### config.mk
export PLATFORM = sky130hd
export DESIGN_NAME = daisy_io_decoder
export DESIGN_NICKNAME = d
export VERILOG_FILES = /design/src/rtl/pcw_io_pkg.sv /design/src/rtl/io_port_match.sv /design/src/rtl/daisy_io_decoder.sv
export SDC_FILE = /design/constraint.sdc
export NUM_CORES = 1
export LEC_CHECK = 0
export BUFFER_PORTS_ARGS = -buffer_cell sky130_fd_sc_hd__buf_2
export CORE_MARGIN = 3
export CORE_UTILIZATION = 40
export DETAILED_ROUTE_END_ITERATION = 7
export HOLD_SLACK_MARGIN = 0.05
export PLACE_DENSITY_LB_ADDON = 0.08
export SETUP_SLACK_MARGIN = 0.4
export SYNTH_ARGS = -nofsm -noshare
export SYNTH_HDL_FRONTEND = slang
export SYNTH_HIERARCHICAL = 1
export SYNTH_SLANG_ARGS = --single-unit
export TNS_END_PERCENT = 10
### constraint.sdc
create_clock -name clk_sys -period 5.9 [get_ports clk_sys]
set_clock_uncertainty 0.15 [all_clocks]
set_input_delay 0.59 -clock clk_sys [delete_from_list [all_inputs] [get_ports clk_sys]]
set_output_delay 0.59 -clock clk_sys [all_outputs]
set_load 0.005 [all_outputs]
### src/rtl/pcw_io_pkg.sv
// Shared definitions for the PCW I/O port decoders: port codes, port
// addresses and the daisywheel I/O-cycle state encoding.
package pcw_io_pkg;

  typedef enum logic [1:0] {
    PORT_FC  = 2'b00,
    PORT_FD  = 2'b01,
    PORT_1FC = 2'b10
  } daisy_port_t;

  localparam logic [15:0] ADDR_FC    = 16'h00FC;
  localparam logic [7:0]  ADDR_FD_LO = 8'hFD;
  localparam logic [15:0] ADDR_1FC   = 16'h01FC;

  typedef enum logic [1:0] {
    IDLE,
    ACCESS,
    WAIT,
    HOLD
  } daisy_state_t;

endpackage

### src/rtl/io_port_match.sv
// Combinational decode of a Z80 I/O address onto the daisywheel port codes.
// 0x01FC is checked first; FC/FD otherwise match on the low byte only.
module io_port_match
  import pcw_io_pkg::*;
(
  input  logic [15:0] cpu_addr,
  output logic        hit,
  output daisy_port_t code
);

  always_comb begin
    // NOTE: every output gets a default first so no path can infer a latch.
    hit  = 1'b0;
    code = PORT_FC;
    if (cpu_addr == ADDR_1FC) begin
      hit  = 1'b1;
      code = PORT_1FC;
    end else if (cpu_addr[7:0] == ADDR_FC[7:0]) begin
      hit  = 1'b1;
      code = PORT_FC;
    end else if (cpu_addr[7:0] == ADDR_FD_LO) begin
      hit  = 1'b1;
      code = PORT_FD;
    end
  end

endmodule

### src/rtl/daisy_io_decoder.sv
// Z80 I/O-cycle tracker for the daisywheel controller: one stable select window
// per decoded IORQ cycle. Optional wait-state insertion via DAISY_WAIT_EN.
module daisy_io_decoder
  import pcw_io_pkg::*;
#(
  parameter int WAIT_STATES = 2
) (
  input  logic        clk_sys,
  input  logic        reset,
  input  logic        ce,
  input  logic [15:0] cpu_addr,
  input  logic [7:0]  cpu_dout,
  input  logic        cpu_iorq_n,
  input  logic        cpu_rd_n,
  input  logic        cpu_wr_n,
  input  logic        cpu_m1_n,
  output logic        sel,
  output logic [1:0]  address,
  output logic        wr,
  output logic [7:0]  din,
  input  logic [7:0]  daisy_dout,
  output logic [7:0]  cpu_din,
  output logic        cpu_hit,
  output logic        cpu_wait_n
);

  if (WAIT_STATES < 1 || WAIT_STATES > 15) begin : g_bad_wait_states
    $error("daisy_io_decoder: WAIT_STATES must be in 1..15");
  end

  daisy_state_t state;
  daisy_port_t  port_code;
  logic         port_hit;
  logic         armed;
  logic [7:0]   cpu_din_q;
  logic         start;

  io_port_match u_match (
    .cpu_addr (cpu_addr),
    .hit      (port_hit),
    .code     (port_code)
  );

  // Interrupt acknowledge (M1 low) and rd/wr both low never start a cycle.
  assign start = (state == IDLE) && !cpu_iorq_n && cpu_m1_n &&
                 (cpu_rd_n ^ cpu_wr_n) && port_hit && armed;

  assign cpu_din = cpu_hit ? cpu_din_q : 8'hFF;

`ifdef DAISY_WAIT_EN
  localparam logic [3:0] WAIT_LOAD = 4'(WAIT_STATES - 1);
  logic [3:0] wait_cnt;
  logic       wait_n_q;
  assign cpu_wait_n = wait_n_q;
`else
  assign cpu_wait_n = 1'b1;
`endif

  // NOTE: sequential state uses non-blocking assignments so every register
  // samples pre-edge values regardless of statement order.
  always_ff @(posedge clk_sys) begin
    if (reset) begin
      state     <= IDLE;
      sel       <= 1'b0;
      address   <= PORT_FC;
      wr        <= 1'b0;
      din       <= 8'h00;
      cpu_din_q <= 8'hFF;
      cpu_hit   <= 1'b0;
      armed     <= 1'b0;
`ifdef DAISY_WAIT_EN
      wait_cnt  <= 4'd0;
      wait_n_q  <= 1'b1;
`endif
    end else if (ce) begin
      if (cpu_iorq_n) armed <= 1'b1;
      case (state)
        IDLE: begin
          if (start) begin
            state   <= ACCESS;
            sel     <= 1'b1;
            address <= port_code;
            wr      <= ~cpu_wr_n;
            if (!cpu_wr_n) din <= cpu_dout;
            armed   <= 1'b0;
          end
        end
        ACCESS: begin
          if (!wr) cpu_din_q <= daisy_dout;
          cpu_hit <= ~wr;
`ifdef DAISY_WAIT_EN
          state    <= WAIT;
          wait_cnt <= WAIT_LOAD;
          wait_n_q <= 1'b0;
`else
          state    <= HOLD;
`endif
        end
        WAIT: begin
`ifdef DAISY_WAIT_EN
          if (wait_cnt == 4'd0) begin
            state    <= HOLD;
            wait_n_q <= 1'b1;
          end else begin
            wait_cnt <= wait_cnt - 4'd1;
          end
`else
          state <= HOLD;
`endif
        end
        HOLD: begin
          // The window closes only once the CPU has released IORQ.
          if (cpu_iorq_n) begin
            state   <= IDLE;
            sel     <= 1'b0;
            cpu_hit <= 1'b0;
          end
        end
        default: state <= IDLE;
      endcase
    end
  end

endmodule

[Word level (Yosys, flattened, before mapping)]
Index checks and enable logic that the tools add are counted.
Word-level totals
  bits in registers: 24
  bits in latches: 0
  RAM bits: 0
  memory bits (read-only): 0
  input bits: 39
  output and inout bits: 22
  logic and storage cells: 52
  memories kept: 0
Cells by class
  add/subtract/negate cells: 0
  multiply operators: 0
  divide/modulo/power cells: 0
  $lt $le $gt $ge: 0
  equality and inequality tests: 8
  shifts and indexed selects: 0
  multiplexer cells: 17
  bitwise logic cells: 3
  reduce and logical (&&, ||, !) cells: 16
Operators with widths (number)
  16-bit by 9-bit == test with 1-bit output (second input constant): 1
  8-bit == test (second input constant): 2
  3-bit AND reduction: 4
  1-bit 2-to-1 mux: 9
  2-bit 2-to-1 mux: 4
  8-bit 2-to-1 mux: 1
  4-bit AND reduction: 2
  2-bit one-hot mux with 3 select lines: 1
  1-bit logical AND: 5
  2-bit == test (second input constant): 2
  2-bit inequality test (second input constant): 2
  1-bit one-hot mux with 2 select lines: 2
  2-bit nonzero test: 2
  2-bit by 1-bit == test with 1-bit output (second input constant): 1
  2-bit logical NOT: 1
  1-bit inverter: 2
  2-bit OR reduction: 1
  1-bit logical NOT: 1
  1-bit XOR: 1

[Logic depth before layout (Yosys ltp)]
Gate-level depths: netlist (run 1).
  word-level depth: 8
  mapped depth: 6

[Modules after synthesis]
Netlist (run 1), hierarchy kept.
Modules (own cells, without submodules)
  daisy_io_decoder: instances 1, cells an instance 117, area an instance 1076.0 µm², sequential area each 480.5 µm²
  io_port_match: instances 1, cells an instance 8, area an instance 55.1 µm², sequential area each 0.0 µm²

[Worst setup path before layout (run 1)]
OpenSTA, ideal clock, no wires.
  path kind: input to register
  from: input port cpu_addr[3]
  to: register din[0]
  library setup time: 0.128 ns
  arrival time: 2.006 ns
  required time: 5.622 ns
  path slack: 3.617 ns
  cell stages on the path: 6
  buffers on the path: 0
  cell sequence: nand4_1 -> nor3_1 -> nand4b_4 -> nor4_4 -> mux2i_1 -> nor2_1
On the way
  longest elaborated chain between the ends: 7
Ends and longest elaborated chain
  start: declaration: RTL line daisy_io_decoder.sv:11  | input logic [15:0] cpu_addr,
  8-bit == test: RTL line io_port_match.sv:21  | end else if (cpu_addr[7:0] == ADDR_FD_LO) begin
  1-bit 2-to-1 mux: RTL line io_port_match.sv:21
  1-bit 2-to-1 mux: RTL line io_port_match.sv:18  | end else if (cpu_addr[7:0] == ADDR_FC[7:0]) begin
  1-bit 2-to-1 mux (*): RTL line io_port_match.sv:15  | if (cpu_addr == ADDR_1FC) begin
  via port_hit: RTL line daisy_io_decoder.sv:33  | logic port_hit;
  1-bit logical AND (*) (2 in series): RTL line daisy_io_decoder.sv:46  | (cpu_rd_n ^ cpu_wr_n) && port_hit && armed;
  4-bit AND reduction (no line) (*)
  end signal: assignment: RTL line daisy_io_decoder.sv:84  | if (!cpu_wr_n) din <= cpu_dout;
  end: declaration: RTL line daisy_io_decoder.sv:20  | output logic [7:0] din,
Mark *: on every way through the listed nets, which the timed path passes. The rest lies on a longest branch.
A chain may end at the register's enable or synchronous reset.

[Final worst setup path (run 1)]
  from: input port cpu_addr[3]
  to: register din[2]
Same word-level chain as after synthesis.

==> results by group, run 1 <==
Yosys
  • Synth area leaders: dfxtp_1 42%, mux2i_1 9.7%, nand2_1 6.6%
  • Ys Warns: 6
  • Area leader, netlist: dfxtp_1
  • Synth unique cells: 27
  • Flops & latches, synth: 24
  • Post-synth top area share: 42.5%
  • Post-synth EDFFs: 0
  • Net count after synthesis: 168
  • Syn Inst Count: 125
  • Post-synthesis sequential area ratio: 42.5%
  • Async set-reset flop share out of synthesis: 0%
  • Ys flop type: dfxtp_1
  • Synthesized area per cell: 9.05 um^2
  • Post-Syn Area: 0.00113 mm^2

Timing
  • Fmax: 456 MHz
  • Sum Neg Setup Slack: 0 ns
  • Final hold vios: 0
  • Period utilization: 37.1%
  • Setup ws final: 3.71 ns
  • Final min period: 2.19 ns
  • Slew Limit Fails: 0
  • Final setup violation count: 0
  • Relative max-transition margin: 56.0%
  • RSZ-0062 raised after global routing: false
  • Slew @ Worst Pin: 0.655 ns
  • Hold_ws: 0.320 ns

Global routing
  • First-pass GRT wire length: 3940 um
  • Vias in the first global route: 987
  • Global route overflow: 0
  • Largest net degree at the start of global routing: 27
  • Initial antenna violation count: 0
  • Gr usage total: 14.4%

Setup path
  • WS Path Type: primary input to flip-flop
  • CP max stage delay: 0.60 ns
  • CP endpoint kind: flip-flop
  • Top delay family on crit path: simple AND/OR/NAND/NOR gates
  • Crit Path Max Fanout: 8
  • Arr. time, crit path: 2.24 ns
  • WP buf/inv: 1
  • CP max-delay cell: nor4_4
  • Startpoint types: primary input
  • Worst endpoint required time: 5.95 ns
  • Crit path cell chain: buf_2 -> nand4_1 -> nor3_1 -> nand4b_4 -> nor4_4 -> mux2i_1 -> nor2_1
  • Reg2reg setup slack: 4.07 ns

Floorplan
  • DIE AREA: 0.00350 mm^2
  • Die H: 59.2 um
  • Placement Rows: 18
  • Chip width: 59.2 um
  • Core ar.: 0.00259 mm^2
  • IO Count: 61
  • Initial core utilization: 43.7%

Finish
  • Final non-filler cell total: 213
  • Area growth, synth to finish: 32.1%
  • Final design utilization: 57.7%
  • Nets@finish: 227
  • Fin area: 0.00149 mm^2
  • # diodes: 0
  • # fillers: 240
  • Share of layout cells above drive strength 1: 37.7%

Placement
  • Area after DPL: 0.00144 mm^2
  • GP Congestion: 0.708
  • Placed Cells: 209
  • DPL Wire Length: 1910 um
  • Port Buffers: 59
  • Setup Slack @ Placement: 3.33 ns

Clocking
  • Cts bufs inserted: 3
  • CTS root buf: clkbuf_4
  • Clock Path Buffers: 2
  • TritonCTS Sinks: 24
  • CTS tree: done
  • Resized cells post-CTS: 0
  • Postcts setup bufs: 0
  • Clk_lat worst skew: 0.31 ns
  • Clock-pin slew on the worst setup and hold paths: 0.14 ns
  • Hold buffer count at CTS: 0
  • H-tree Lvls: 1

Flow run
  • Max cap viols: 0

Routing
  • Final WL: 2380 um
  • Final ANT Viol Nets: 0
  • WL per Instance: 11.2 um
  • Drt first-iter violations: 27
  • DR vias: 1013
  • DRC viols: 0
  • Vias per cell: 4.76
  • DR pass1 iterations: 4

Worst hold path
  • Type of the worst min-delay path: flip-flop to flip-flop

Power and ir drop
  • LEAKAGE: 0.707 nW
  • Final Power: 302 uW
  • VDD IR max: 0.142 mV
  • Pwr dens: 202 mW/mm^2

Status
  • Outcome: finished, final reports clean
final timing paths:
check	depth (start not counted)	end	startpoint
worst max register to register	6	din[2]$_SDFFE_PP0P_	state[0]$_SDFFE_PP0P_
worst min register to register	2	cpu_din_q[1]$_SDFFE_PP1P_	cpu_din_q[1]$_SDFFE_PP1P_
worst min-delay path	2	cpu_din_q[1]$_SDFFE_PP1P_	cpu_din_q[1]$_SDFFE_PP1P_
worst max-delay path	7	din[2]$_SDFFE_PP0P_	cpu_addr[3]
routing by layer:
metal	share of wire (%)	up-vias	GRT usage, %
met3	7.3	2	2.83
met2	50	33	26.3
met5	0	-	0
met4	0.42	0	4.85
li1	-	529	-
met1	42	449	16.7
report_power, final:
part,total (mW),switching [mW],internal [mW]
combinational,0.0210,0.00919,0.0118
sequential,0.163,0.000464,0.163
clock,0.118,0.0493,0.0686
kinds of logic after synthesis:
logic type,share of synthesized area [%]
and+or+nand+nor,33.7
DFF,42.5
muxes,10.7
buffers and inverters,3.32
AOI/OAI and AO/OA,4.20
adders and majority gates,4.42
other,0.332
xor gates and xnor gates,0.774
Yosys cell counts, types with 2 or more instances:
library cell and instances:
nand2_1 20, nand2b_1 10, nor3_2 2, dfxtp_1 24, o21ai_0 2, mux2i_1 11, inv_1 4, clkbuf_1 4
a21oi_1 3, nand3b_1 9, nor2_1 16, nor3_1 2, ha_1 4
tightest hold or removal path: stages (launching register included):
cell and delay [ns]:
dfxtp_1 0.33, nand2_1 0.05, nand3b_1 0.06
flip-flops by register name (all words and copies together), names as in the netlist:
register   cells
sel            1
address        2
cpu_hit        1
din            8
cpu_din_q      8
armed          1
state          2
wr             1
final cells by class:
cell class	count	area (um^2)	share of cell area, %
clock buffers	3	22.5	1.51
clock inverters	1	30.0	2.01
repair buffers	59	295	19.8
flip-flops and latches	24	480	32.2
multi-input cells	92	613	41.0
well taps	30	37.5	2.51
inverters	4	15.0	1.01
cells in the final DEF (no fill, tap or decap):
cell type,n
buf_2,59
dfxtp_1,24
nand2_1,20
nor2_1,16
mux2i_1,11
nand2b_1,10
nand3b_1,9
inv_1,4
ha_1,4
a21oi_1,3
clkbuf_4,3
nor3_2,2
o21ai_0,2
nor3_1,2
nand4b_4,1
nor4_4,1
and3b_1,1
xnor2_1,1
o21a_1,1
mux2_2,1
o31ai_1,1
a211oi_1,1
conb_1,1
bufinv_16,1
nand4_1,1
and2_1,1
or4_4,1
and4_1,1
(Power assumes the default switching activity.)
==> inputs of run 2 (changes only) <==
CORE_UTILIZATION = 39   (was 40)
clock period = 2 ns   (was 5.9 ns; I/O delays follow)
==> run 2 against run 1 <==
  * Non-clock buffer count is 22 higher
  * Sequential power rose to 2.9 times the previous value
  * Worst hold slack got worse by 0.23 ns
  * Clock power up 72%
  * Utilization rose by 8.6 points
  * Critical path type is now flip-flop to flip-flop
  * Largest cell class unchanged
==> results by group, run 2 (synthesis results as in run 1) <==
Status
  • Outcome: finished, final reports clean (unchanged)

Power and ir drop
  • Final Power: 778 uW (was 302 uW)
  • Pwr dens: 450 mW/mm^2 (was 202 mW/mm^2)
  • VDD IR max: 0.431 mV (was 0.142 mV)
  • LEAKAGE: 0.809 nW (was 0.707 nW)

Global routing
  • Gr usage total: 16.4% (was 14.4%)
  • Initial antenna violation count: 0 (unchanged)
  • Met3 Usage GRT: 4.32% (was 2.83%)
  • GRT busiest layer: met2 (unchanged)
  • M2 GR Usage: 31.5% (was 26.3%)
  • First-pass GRT wire length: 4550 um (was 3940 um)
  • Vias in the first global route: 1082 (was 987)
  • Global route overflow: 0 (unchanged)
  • M1 GR Usage: 18.0% (was 16.7%)
  • Largest net degree at the start of global routing: 27 (unchanged)

Routing
  • WL per Instance: 12.2 um (was 11.2 um)
  • Final WL: 2850 um (was 2380 um)
  • DR pass1 iterations: 4 (unchanged)
  • Vias per cell: 4.72 (was 4.76)
  • Drt first-iter violations: 25 (was 27)
  • DR vias: 1104 (was 1013)
  • DRC viols: 0 (unchanged)
  • Final ANT Viol Nets: 0 (unchanged)

Setup path
  • Startpoint types: flip-flop (was primary input)
  • CP endpoint kind: flip-flop (unchanged)
  • Crit Path Max Fanout: 8 (unchanged)
  • Arr. time, crit path: 1.69 ns (was 2.24 ns)
  • CP max stage delay: 0.38 ns (was 0.60 ns)
  • Worst endpoint required time: 2.05 ns (was 5.95 ns)
  • Crit path cell chain: inv_4 -> ha_4 -> nand2_4 -> nor4_4 -> buf_6 -> mux2i_2 -> nor2_1 (was buf_2 -> nand4_1 -> nor3_1 -> nand4b_4 -> nor4_4 -> mux2i_1 -> nor2_1)
  • CP max-delay cell: dfxtp_4 (was nor4_4)
  • WS Path Type: flip-flop to flip-flop (was primary input to flip-flop)
  • Worst reg2reg path depth: 7 (was 6)

Timing
  • Fmax: 609 MHz
  • Period utilization: 82.1%
  • Final setup violation count: 0 (unchanged)
  • Sum Neg Setup Slack: 0 ns (unchanged)
  • RSZ-0062 raised after global routing: true (was false)
  • Final hold vios: 0 (unchanged)
  • Final min period: 1.64 ns
  • Slew Limit Fails: 0 (unchanged)

Finish
  • Leading cell type in the layout, fill and taps excluded: buf_2 (unchanged)
  • Area growth, synth to finish: 53.0% (was 32.1%)
  • # fillers: 229 (was 240)
  • # diodes: 0 (unchanged)
  • Share of layout cells above drive strength 1: 40.2% (was 37.7%)
  • Most frequent cells in the layout: 59 x buf_2, 21 x dfxtp_1, 19 x nand2_1 (was 59 x buf_2, 24 x dfxtp_1, 20 x nand2_1)
  • Largest registers: cpu_din_q: 8 flops, din: 8 flops (unchanged)
  • Nets@finish: 249 (was 227)

Clocking
  • Clock-pin slew on the worst setup and hold paths: 0.12 ns (was 0.14 ns)
  • Clk_lat worst skew: 0.31 ns (about the same)
  • H-tree Lvls: 1 (unchanged)
  • CTS tree: done (unchanged)
  • TritonCTS Sinks: 24 (unchanged)
  • CTS root buf: clkbuf_4 (unchanged)
  • Clock Path Buffers: 2 (unchanged)
  • Cts bufs inserted: 3 (unchanged)

Floorplan
  • Chip width: 59.9 um (was 59.2 um)
  • Placement Rows: 18 (unchanged)
  • Initial core utilization: 43.3% (was 43.7%)
  • DIE AREA: 0.00358 mm^2 (was 0.00350 mm^2)
  • Die H: 59.9 um (was 59.2 um)
  • IO Count: 61 (unchanged)
  • Core ar.: 0.00261 mm^2 (was 0.00259 mm^2)

Placement
  • GP Congestion: 0.681 (was 0.708)
  • DPL Wire Length: 1940 um (was 1910 um)
  • Port Buffers: 59 (unchanged)

Flow run
  • Max cap viols: 0 (unchanged)

Worst hold path
  • Hold Path Stages: 3 (was 2)
  • Type of the worst min-delay path: primary input to flip-flop (was flip-flop to flip-flop)
-- run 2: cell types whose count changed in the layout (fill, tap and decap cells not counted), moves of 2 or more --
cell and delta:
buf_4 +4, dfxtp_1 -3, dfxtp_4 +2, dlygate4sd3_1 +17, inv_1 -2, inv_4 +2
nor3_4 +2
-- run 2: final timing paths --
check                                  from                   endpoint  slack, ns
hold reg to reg   cpu_din_q[7]$_SDFFE_PP1P_  cpu_din_q[7]$_SDFFE_PP1P_       0.32
setup reg to reg      state[1]$_SDFFE_PP0P_        din[5]$_SDFFE_PP0P_       0.36
setup / recovery      state[1]$_SDFFE_PP0P_        din[5]$_SDFFE_PP0P_       0.36
hold / removal                   cpu_iorq_n         armed$_SDFFE_PP0P_       0.09
-- run 2: worst max-delay path, delay by kind of cell, from the launching register on --
kind,cells,cell delay (ns)
buffers and inverters,2,0.25
and+or+nand+nor,3,0.37
muxes,1,0.23
DFF,1,0.38
adders and majority gates,1,0.15
-- run 2: layout make-up --
cell class	count	area, um^2	share of cell area, %
Tap cell	30	37.5	2.17
Clock buffer	3	22.5	1.30
Timing Repair Buffer	81	507	29.3
Multi-Input combinational cell	92	654	37.8
Inverter	4	20.0	1.16
Sequential cell	24	489	28.3
-- run 2: what timing repair did --
action                                  4_1_cts  5_1_grt
pin swaps                                     1        4
buffers inserted                              1        3
hold buffers                                 17        0
endpoints found under the setup margin       11       13
endpoints found under the hold margin        17        0
resized for setup                             6       11
-- run 2: stage by stage --
step                instance area (um^2)  util (%)  instances  setup slack, ns  hold WS [ns]
global placement                    1450      55.7        210            0.131         0.262
floorplan                           1140         -        125            0.146         0.146
global route                        1730      66.2        234            0.252        0.0932
CTS                                 1670      63.9        231            0.402        0.0774
detailed placement                  1450      55.7        210           0.0591         0.265
finish                              1730      66.2        234            0.357        0.0878
-- run 2: power by group --
group / switching, mW / internal [mW]
clock: 0.133 / 0.0703
sequential: 0.00141 / 0.477
combinational: 0.0376 / 0.0589
total: 0.172 / 0.606
-- run 2: layer usage --
metal / part of all wire (%) / wire length (um)
met2: 52 / 1490
met3: 7.4 / 211
met1: 40 / 1140
met5: 0 / 0
met4: 0.53 / 15
==> inputs of run 3 (changes only) <==
CORE_UTILIZATION = 40   (was 39)
clock period = 1.67 ns   (was 2 ns; I/O delays follow)
==> run 3 against run 2 <==
  * Via count is 3.4% higher
  * Fmax is 6.4% higher
  * Register-to-register slack worse by 0.23 ns
  * Non-clock buffer count is 7 higher
  * Wire length is 2.2% lower
  * Setup slack worse by 0.23 ns
  * First-iteration DRC count is 24% higher
  * Cell area is 4.3% higher
  * Final cell count is 3.4% higher
  * Utilization is 3.4 points higher
  * Critical endpoint is now din[7]$_SDFFE_PP0P_
==> results by group, run 3 (synthesis results as in run 1) <==
Status
  • Outcome: finished, final reports clean (unchanged)

Finish
  • Register area: 484 um^2 (was 489 um^2)
  • Final non-filler cell total: 242 (was 234)
  • Area growth, synth to finish: 59.5% (was 53.0%)
  • Nets@finish: 256 (was 249)
  • # fillers: 206 (was 229)
  • Area of the multi-input gates: 651 um^2 (was 654 um^2)
  • Share of layout cells above drive strength 1: 42.9% (was 40.2%)
  • # diodes: 0 (unchanged)
  • Final design utilization: 69.7% (was 66.2%)
  • Leading cell type in the layout, fill and taps excluded: buf_2 (unchanged)
  • Most frequent cells in the layout: 59 x buf_2, 21 x dfxtp_1, 19 x nand2_1, 19 x dlygate4sd3_1, 15 x nor2_1 (was 59 x buf_2, 21 x dfxtp_1, 19 x nand2_1)
  • Largest registers: cpu_din_q: 8 flops, din: 8 flops (unchanged)
  • Fin area: 0.00180 mm^2 (was 0.00173 mm^2)

Flow run
  • Max cap viols: 0 (unchanged)

Floorplan
  • DIE AREA: 0.00350 mm^2 (was 0.00358 mm^2)
  • Die H: 59.2 um (was 59.9 um)
  • IO Count: 61 (unchanged)
  • Initial core utilization: 43.7% (was 43.3%)
  • Core ar.: 0.00259 mm^2 (was 0.00261 mm^2)
  • Placement Rows: 18 (unchanged)
  • Chip width: 59.2 um (was 59.9 um)

Setup path
  • Startpoint types: flip-flop (unchanged)
  • Crit Path Max Fanout: 5 (was 8)
  • CP max stage delay: 0.38 ns (about the same)
  • Arr. time, crit path: 1.59 ns (was 1.69 ns)
  • Crit path cell chain: nand4b_4 -> nor4_4 -> buf_6 -> mux2i_1 -> nor2_1 (was inv_4 -> ha_4 -> nand2_4 -> nor4_4 -> buf_6 -> mux2i_2 -> nor2_1)
  • Worst reg2reg path depth: 5 (was 7)
  • Top delay family on crit path: simple AND/OR/NAND/NOR gates (was flip-flops)
  • WS Path Type: flip-flop to flip-flop (unchanged)
  • CP endpoint kind: flip-flop (unchanged)
  • WP buf/inv: 1 (was 2)
  • Worst endpoint required time: 1.72 ns (was 2.05 ns)
  • WP depth: 5 (was 7)
  • CP max-delay cell: dfxtp_2 (was dfxtp_4)

Timing
  • Period utilization: 92.5% (was 82.1%)
  • RSZ-0062 raised after global routing: true (unchanged)
  • Final min period: 1.54 ns (was 1.64 ns)
  • Setup ws final: 0.126 ns (was 0.357 ns)
  • Final setup violation count: 0 (unchanged)
  • Fmax: 648 MHz (was 609 MHz)
  • Sum Neg Setup Slack: 0 ns (unchanged)
  • Hold_ws: 0.0709 ns (was 0.0878 ns)
  • Slew Limit Fails: 0 (unchanged)
  • Final hold vios: 0 (unchanged)

Clocking
  • Clk_lat worst skew: 0.31 ns (about the same)
  • Clock-pin slew on the worst setup and hold paths: 0.14 ns (was 0.12 ns)
  • Cts bufs inserted: 3 (unchanged)
  • TritonCTS Sinks: 24 (unchanged)
  • CTS root buf: clkbuf_4 (unchanged)
  • H-tree Lvls: 1 (unchanged)
  • Clock Path Buffers: 2 (unchanged)
  • CTS tree: done (unchanged)

Worst hold path
  • Hold Path Stages: 4 (was 3)
  • Type of the worst min-delay path: primary input to flip-flop (unchanged)

Global routing
  • Initial antenna violation count: 0 (unchanged)
  • Vias in the first global route: 1177 (was 1082)
  • Global route overflow: 0 (unchanged)
  • Gr usage total: 17.3% (was 16.4%)
  • Largest net degree at the start of global routing: 27 (unchanged)
  • First-pass GRT wire length: 4770 um (was 4550 um)

Routing
  • Final WL: 2790 um (was 2850 um)
  • Vias per cell: 4.72 (about the same)
  • DR pass1 iterations: 4 (unchanged)
  • DRC viols: 0 (unchanged)
  • Final ANT Viol Nets: 0 (unchanged)
  • DR vias: 1142 (was 1104)
  • WL per Instance: 11.5 um (was 12.2 um)
  • Drt first-iter violations: 31 (was 25)

Power and ir drop
  • LEAKAGE: 0.829 nW (was 0.809 nW)
  • Final Power: 1.11 mW (was 778 uW)
  • Pwr dens: 615 mW/mm^2 (was 450 mW/mm^2)
  • VDD IR max: 0.587 mV (was 0.431 mV)

Placement
  • Area after DPL: 0.00150 mm^2 (was 0.00145 mm^2)
  • Placed Cells: 216 (was 210)
  • GP Congestion: 0.684 (was 0.681)
  • Port Buffers: 59 (unchanged)
  • Setup Slack @ Placement: -0.167 ns (was 0.0591 ns)
  • DPL Wire Length: 2030 um (was 1940 um)
run 3: cell count changes in the layout (fill, tap and decap cells not counted), sizes merged:
cell,delta
bufinv,+1
buf,+5
dlygate4sd3,+2
run 3: tightest hold or removal path, stage by stage:
cell and delay, ns:
buf_2 0.09, and2_1 0.11, mux2i_1 0.06, nor2_1 0.08
run 3: cell type report:
type / instances / area share, %
clock buffers: 3 / 1.25
clock inverters: 1 / 1.66
inverters: 4 / 0.832
multi-input cells: 92 / 36.1
flip-flops and latches: 24 / 26.8
well taps: 30 / 2.08
repair buffers: 88 / 31.3
run 3: path summary, 6_finish.rpt:
check | to | slack [ns] | startpoint
worst min-delay path | address[0]$_SDFFE_PP0P_ | 0.07 | cpu_addr[0]
worst min register to register | cpu_din_q[1]$_SDFFE_PP1P_ | 0.32 | cpu_din_q[1]$_SDFFE_PP1P_
worst max register to register | din[7]$_SDFFE_PP0P_ | 0.13 | armed$_SDFFE_PP0P_
worst max-delay path | din[7]$_SDFFE_PP0P_ | 0.13 | armed$_SDFFE_PP0P_
run 3: power breakdown:
group / internal (mW) / switching, mW
logic: 0.0721 / 0.0419
clock network: 0.242 / 0.177
registers: 0.575 / 0.00183
run 3: timing repair:
| item | CTS | global route |
|---|---|---|
| setup buffers | 1 | 2 |
| hold endpoints to repair | 18 | 0 |
| pin swaps | 1 | 3 |
| setup endpoints to repair | 33 | 33 |
| hold buffers | 19 | 0 |
| resized for setup | 6 | 10 |
run 3: per-layer routing:
metal / part of all wire [%] / GRT usage (%)
met1: 42 / 18.8
met2: 51 / 33.3
met3: 7.0 / 3.49
met4: 0 / 4.85
met5: 0 / 0
